File: src/rtl/hdr_fifo_drain_ctrl.sv
// Header FIFO drain sequencer: pops one FWFT entry into a shadow register and
// serializes it LSB-first as DATA_W-bit AXI-Stream beats with TLAST/TKEEP.
module hdr_fifo_drain_ctrl #(
    parameter int unsigned ENTRY_W = 592,
    parameter int unsigned DATA_W  = 64,
    parameter int unsigned CNT_W   = 16
) (
    input  logic                  clk,
    input  logic                  rst,
    input  logic                  en,
    input  logic                  fifo_empty,
    input  logic [ENTRY_W-1:0]    fifo_rdata,
    output logic                  fifo_pop,
    output logic [DATA_W-1:0]     m_axis_tdata,
    output logic [DATA_W/8-1:0]   m_axis_tkeep,
    output logic                  m_axis_tvalid,
    input  logic                  m_axis_tready,
    output logic                  m_axis_tlast,
    output logic                  busy,
    output logic [CNT_W-1:0]      pkt_count
);

    localparam int unsigned BEATS      = (ENTRY_W + DATA_W - 1) / DATA_W;
    localparam int unsigned PAD_W      = BEATS * DATA_W;
    localparam int unsigned KEEP_W     = DATA_W / 8;
    localparam int unsigned LAST_BYTES = (ENTRY_W - (BEATS - 1) * DATA_W) / 8;
    localparam int unsigned BCNT_W     = (BEATS > 1) ? $clog2(BEATS) : 1;

    localparam logic [BCNT_W-1:0] LAST_IDX  = BCNT_W'(BEATS - 1);
    localparam logic [KEEP_W-1:0] FULL_KEEP = {KEEP_W{1'b1}};
    localparam logic [KEEP_W-1:0] LAST_KEEP = FULL_KEEP >> (KEEP_W - LAST_BYTES);

    typedef enum logic {
        ST_IDLE = 1'b0,
        ST_SEND = 1'b1
    } state_t;

    state_t              r_state;
    state_t              w_state_nxt;
    logic [BCNT_W-1:0]   r_beat_cnt;
    logic [BCNT_W-1:0]   w_beat_nxt;
    logic [CNT_W-1:0]    r_pkt_count;
    logic [CNT_W-1:0]    w_pkt_nxt;
    logic [PAD_W-1:0]    r_shadow;
    logic                w_send;
    logic                w_is_last;
    logic                w_accept;
    logic                w_last_accept;
    logic                w_load;
    logic [DATA_W-1:0]   w_beat_words [BEATS];

    // Padding above ENTRY_W is zero, so the final beat's unused bits read as 0.
    for (genvar k = 0; k < BEATS; k++) begin : g_words
        assign w_beat_words[k] = r_shadow[k*DATA_W +: DATA_W];
    end

    always_ff @(posedge clk) begin
        if (rst) begin
            r_state     <= ST_IDLE;
            r_beat_cnt  <= '0;
            r_pkt_count <= '0;
            r_shadow    <= '0;
        end else begin
            r_state     <= w_state_nxt;
            r_beat_cnt  <= w_beat_nxt;
            r_pkt_count <= w_pkt_nxt;
            if (w_load) begin
                r_shadow <= PAD_W'(fifo_rdata);
            end
        end
    end

    always_comb begin
        w_state_nxt   = r_state;
        w_beat_nxt    = r_beat_cnt;
        w_pkt_nxt     = r_pkt_count;
        w_send        = (r_state == ST_SEND);
        w_is_last     = (r_beat_cnt == LAST_IDX);
        w_accept      = w_send && m_axis_tready;
        w_last_accept = w_accept && w_is_last;
        // A new entry is taken when idle or exactly on the final handshake.
        w_load        = !rst && en && !fifo_empty && (!w_send || w_last_accept);

        fifo_pop      = w_load;
        m_axis_tvalid = w_send;
        m_axis_tlast  = w_send && w_is_last;
        m_axis_tkeep  = '0;
        m_axis_tdata  = '0;
        busy          = w_send;
        pkt_count     = r_pkt_count;

        if (w_send) begin
            m_axis_tkeep = w_is_last ? LAST_KEEP : FULL_KEEP;
            m_axis_tdata = w_beat_words[r_beat_cnt];
        end

        case (r_state)
            ST_IDLE: begin
                if (w_load) begin
                    w_state_nxt = ST_SEND;
                    w_beat_nxt  = '0;
                end
            end
            ST_SEND: begin
                if (w_accept) begin
                    if (!w_is_last) begin
                        w_beat_nxt = r_beat_cnt + BCNT_W'(1);
                    end else begin
                        w_pkt_nxt  = r_pkt_count + CNT_W'(1);
                        w_beat_nxt = '0;
                        if (!w_load) begin
                            w_state_nxt = ST_IDLE;
                        end
                    end
                end
            end
            default: begin
                w_state_nxt = ST_IDLE;
            end
        endcase
    end

endmodule

File: config.mk
export PLATFORM = sky130hd
export DESIGN_NAME = hdr_fifo_drain_ctrl
export DESIGN_NICKNAME = d
export VERILOG_FILES = /design/src/rtl/hdr_fifo_drain_ctrl.sv
export SDC_FILE = /design/constraint.sdc
export NUM_CORES = 2
export LEC_CHECK = 0
export CORE_UTILIZATION = 25
export DETAILED_ROUTE_END_ITERATION = 12
export RECOVER_POWER = 25
export SETUP_SLACK_MARGIN = 0.5
export SLEW_MARGIN = 20
export SYNTH_ARGS = -nofsm -noshare
export SYNTH_HDL_FRONTEND = slang
export SYNTH_SLANG_ARGS = --single-unit
File: constraint.sdc
create_clock -name clk -period 7.05 [get_ports clk]
set_input_delay 1.41 -clock clk [delete_from_list [all_inputs] [get_ports clk]]
set_output_delay 1.41 -clock clk [all_outputs]
set_load 0.1 [all_outputs]
# Word level (Yosys, flattened, before mapping)
# Index checks and enable logic that the tools add are counted.
[word_totals] register_bits=613 out_inout_bits=92
[op_classes] n_addsub=2 magnitude_cmp=1 eq_ne=3 muxes=14 bitwise_logic=2 n_reduce_logical=12
[op_table] op="$bmux 64 s4" count=1
[op_table] op="$mux 64" count=3
[op_table] op="$add 16x1->16 const B" count=1
[op_table] op="$mux 8" count=2
[op_table] op="$mux 4" count=3
[op_table] op="$pmux 4 s2" count=1
[op_table] op="$logic_and 1x1->1" count=6
[op_table] op="$ge 5x5->1 const B" count=1
[op_table] op="$not 4->5" count=1
[op_table] op="$add 4x1->4 const B" count=1
[op_table] op="$eq 4x4->1 const B" count=1
[op_table] op="$logic_not 1->1" count=3
[op_table] op="$mux 1" count=3
[op_table] op="$reduce_and 3->1" count=1
[op_table] op="$ne 2x1->1 const B" count=1
[op_table] op="$ne 2x2->1 const B" count=1
[op_table] op="$pmux 1 s2" count=1
[op_table] op="$reduce_and 2->1" count=1
[op_table] op="$logic_or 1x1->1" count=1
[op_table] op="$not 1->1" count=1

# Depth between registers and ports, before layout
[logic_depth] word_depth=8 depth_mapped=11

# Worst setup path before layout
# Ideal clock, no wire load.
[synth_path] path_type="flip-flop to output port" startpoint="register r_state, in the netlist busy" endpoint="output m_axis_tdata[0]" arrival_ps=4004 t_required_ps=5640 path_slack_ps=1636 stages_incl_launch_ff=5 n_path_buf=3 cell_sequence="dfxtp_1 buf_2 clkbuf_1 clkbuf_1 a21boi_0"
[synth_via] elab_chain_cells=1
[synth_lines] item="start, declared" line_no="38" text="state_t r_state;"
[synth_lines] item="start signal, assigned" line_no="64" text="r_state <= w_state_nxt;"
[synth_lines] item="$mux 64" line_no="92" text="if (w_send) begin"
[synth_lines] item="end, declared" line_no="14" text="output logic [DATA_W-1:0] m_axis_tdata,"
# No other way between the ends.

# Worst setup path in the final report
[layout_path] startpoint="register r_beat_cnt[0]" endpoint="output m_axis_tdata[30]"
[layout_via] elab_chain_cells=5
[layout_lines] item="start, declared" line_no="40" text="logic [BCNT_W-1:0] r_beat_cnt;"
[layout_lines] item="start signal, assigned" line_no="65" text="r_beat_cnt <= w_beat_nxt;"
[layout_lines] item="$not 4->5 (implied by the code)" line_no="94" text="m_axis_tdata = w_beat_words[r_beat_cnt];"
[layout_lines] item="$bmux 64 s4" line_no="94"
[layout_lines] item="$mux 64 (implied by the code) (2 in a row)" line_no="94"
[layout_lines] item="$mux 64" line_no="92"
# No other way between the ends. The select of a mux whose other input is x is not followed.

==> flow_results.org <==
** Global route
- GRT Util Overall :: 0.168
- Number of antenna violations at the first check in global routing :: 63
- Vias in the first global route :: 21382
- Wire length of the first global-routing pass :: 146000 um
- Entering global routing, the biggest net connects 195 pins.
- GRT overflow :: 0

** Clock tree
- In this run, post-CTS hold repair placed 0 buffers.
- Cell at the root of the clock tree :: sky130_fd_sc_hd__clkbuf_16
- Clock edge transition at the registers on the reported setup and hold paths :: 0.05 ns
- TritonCTS built the clock tree.
- Cells resized by post-CTS repair :: 0
- No sink is reached through more buffers than the 3 on the longest clock path.
- The clock net in this run drives a total of 613 sinks.
- The number of clock buffers added by TritonCTS is 76.
- # Post-CTS Setup Buffers :: 0
- H-Tree Depth :: 3
- Clock latency on the worst-skew pair :: 0.64 ns

** Synthesis
- The share of the Yosys chip area taken by registers is 0.420.
- Number of flip-flops and latches in the synthesized netlist :: 613
- Post-synth net total :: 3176
- Cell Area, Synth :: 29200 um^2
- In this run, distinct cell masters in the synthesized netlist total 42.
- Yosys warnings :: 0
- Dominant cells by area after synthesis :: sky130_fd_sc_hd__dfxtp_1 (42%), sky130_fd_sc_hd__mux2_1 (19%), sky130_fd_sc_hd__nor2b_1 (13%)
- Number of instances in the synthesized netlist :: 2576
- Mean cell area of the mapped netlist :: 11.3 um^2
- Top_reg_cell synth :: sky130_fd_sc_hd__dfxtp_1
- Post-synth EDFFs :: 0
- The largest total area in the synthesized netlist belongs to sky130_fd_sc_hd__dfxtp_1.
- The share of synthesized area in the top cell type comes to 0.420.
- After synthesis, the share of flip-flops with an asynchronous set or reset is 0.

** Setup path
- Sort of element at the end of the critical path :: primary output
- Startpoint-to-endpoint class of the critical path :: flip-flop to primary output
- Data required time of the critical path :: 5.64 ns
- Largest fanout on the critical path :: 60
- Data arrival time of the worst path :: 4.74 ns
- CP Launch Type :: flip-flop

** Hold path
- Class of the tightest hold or removal check :: flip-flop to flip-flop

** Layout
- The library cell used most frequently in the layout, excluding fill and tap cells, is sky130_fd_sc_hd__clkdlybuf4s50_1.
- Layout cells sized above 1 :: 0.109
- Leaving out fill and tap cells, the most frequent cells in the layout are sky130_fd_sc_hd__clkdlybuf4s50_1 (655), sky130_fd_sc_hd__dfxtp_1 (608), sky130_fd_sc_hd__nor2b_1 (593), sky130_fd_sc_hd__mux2_1 (500), sky130_fd_sc_hd__mux2i_1 (128).
- NumNets Final :: 3763
- Area delta synth->final :: 34.9%

** Place
- Input/output buffers :: 688
- Routability-driven placement finished with a final weighted congestion of 0.824.
- DPL Wire Length :: 74000 um

** STA
- Post-layout minimum cycle time :: 6.15 ns
- Setup repair after global routing left no endpoint under its margin.
- For the final routed database, the setup TNS stands at 0 ns.
- For the pin with the worst max-slew slack, the measured transition is 4.25 ns.
- Max Clock Skew :: 0.0222 ns
- Number of pins with negative max-slew slack in the final report :: 281
- The total count of hold-check failures in the final report is 0.
- In this run the tightest slew margin relative to its limit is -1.83.
- Setup violations remaining at the end of the flow were counted as 0.
- Fmax :: 0.163 GHz
- Worst hold slack after final layout :: 0.502 ns
- In the finished design, the share of the clock period the worst path needs comes to 0.873.

** Drt
- The final route contains 21227 vias.
- In the final routed layout, each cell accounts on average for 21.6 um.
- DRC marker count from the first detailed-route iteration :: 1014
- Antenna violation net count after detailed routing :: 0
- Number of design rule violations left after detail routing :: 0
- Average vias per placed instance :: 4.46
- The routed design has 103000 um of wire.
- Detailed-routing iteration count for the pre-antenna-repair pass :: 4

** Floorplan
- Number of I/O pins :: 689
- Std-Cell Rows :: 124
- In this run the horizontal extent of the chip is 344 um.
- The core region is 115000 um^2.
- The die is 344 um tall.
- The die covers 118000 um^2.
- The initial utilization of the core area, before any placement, comes to 0.254.

** Status
- The run finished, with violations left.
- Failing checks :: capacitance limit, slew limit

** Power
- IR analysis of the VDD net gives a maximum drop of 0.166 mV.
- The analysis attributes to cell leakage a power of 15.0 nW.
- Cell Pwr Density :: 218 nW/um^2

** Job
- Across the run, the number of max-cap violations was 2.
## logic make-up after synthesis
group / synth area share
multiplexers: 0.328
AND/OR/NAND/NOR: 0.147
flip-flops: 0.420
buffers and inverters: 0.0491
AO/OA/AOI/OAI: 0.0517
XOR/XNOR: 0.00210
adder cells (fa/ha/maj): 0.00129
## synthesized netlist by cell type (all sizes together), types with 8 or more instances
| library cell | n |
|---|---|
| o21ai | 73 |
| a21boi | 64 |
| nor2b | 595 |
| nand2 | 69 |
| mux2i | 128 |
| a21oi | 13 |
| buf | 109 |
| nor2 | 10 |
| or3 | 8 |
| clkbuf | 108 |
| a221oi | 64 |
| dfxtp | 613 |
| mux4 | 64 |
| mux2 | 609 |
## final cells by class
class                           count  area [um^2]
Clock inverter                     25          245
Tap cell                         1512         1890
Timing Repair Buffer              726         7200
Sequential cell                   613        12300
Multi-Input combinational cell   1741        15500
Clock buffer                      102         2140
Inverter                            5         18.8
Antenna cell                       32         80.1
Fill cell                       11543        75600
## registers in the layout, summed over array words and instances, names as in the netlist
register    count
r_shadow      592
r_beat_cnt      4
busy            1
pkt_count      16
## layer usage
layer / share of wire / track usage / wire length (um)
met3: 0.074 / 0.0527 / 7560
met4: 0.021 / 0.0503 / 2190
met5: 0.0031 / 0 / 317
met1: 0.46 / 0.230 / 47600
met2: 0.44 / 0.250 / 44800
## per-stage QoR
stage               cells  utilization  worst slack, ns  cell area, um^2  power [W]
floorplan            2576            -             1.64            29200    0.00434
global placement     4597        0.321             1.49            36900    0.00481
detailed placement   4597        0.321             1.47            36900    0.00482
CTS                  4724        0.342            0.747            39300    0.00870
global route         4742        0.342            0.402            39300    0.00892
finish               4756        0.342            0.897            39400    0.00857
## report_power, final
part	switching (W)	internal (W)
logic	0.000393	0.000587
registers	0.000108	0.00365
clock network	0.00157	0.00227
total	0.00207	0.00650
## final timing paths
path | from | end | slack [ns] | depth (start not counted)
max | r_beat_cnt[0]$_SDFFE_PP0P_ | m_axis_tdata[30] | 0.90 | 8
min | pkt_count[13]$_SDFFE_PP0P_ | pkt_count[13]$_SDFFE_PP0P_ | 0.50 | 2
max reg2reg | r_beat_cnt[0]$_SDFFE_PP0P_ | r_shadow[584]$_SDFFE_PP0P_ | 0.90 | 8
min reg2reg | pkt_count[13]$_SDFFE_PP0P_ | pkt_count[13]$_SDFFE_PP0P_ | 0.50 | 2
## critical path, cell delays in order, from the launching register on
cell and delay [ns]:
sky130_fd_sc_hd__dfxtp_4 0.94, sky130_fd_sc_hd__buf_12 0.42, sky130_fd_sc_hd__buf_4 0.40, sky130_fd_sc_hd__mux2i_1 0.15
sky130_fd_sc_hd__a221oi_1 0.35, sky130_fd_sc_hd__buf_4 0.22, sky130_fd_sc_hd__o21ai_0 0.17, sky130_fd_sc_hd__a21boi_0 0.25
sky130_fd_sc_hd__clkdlybuf4s50_1 1.16
(Power assumes the default switching activity.)
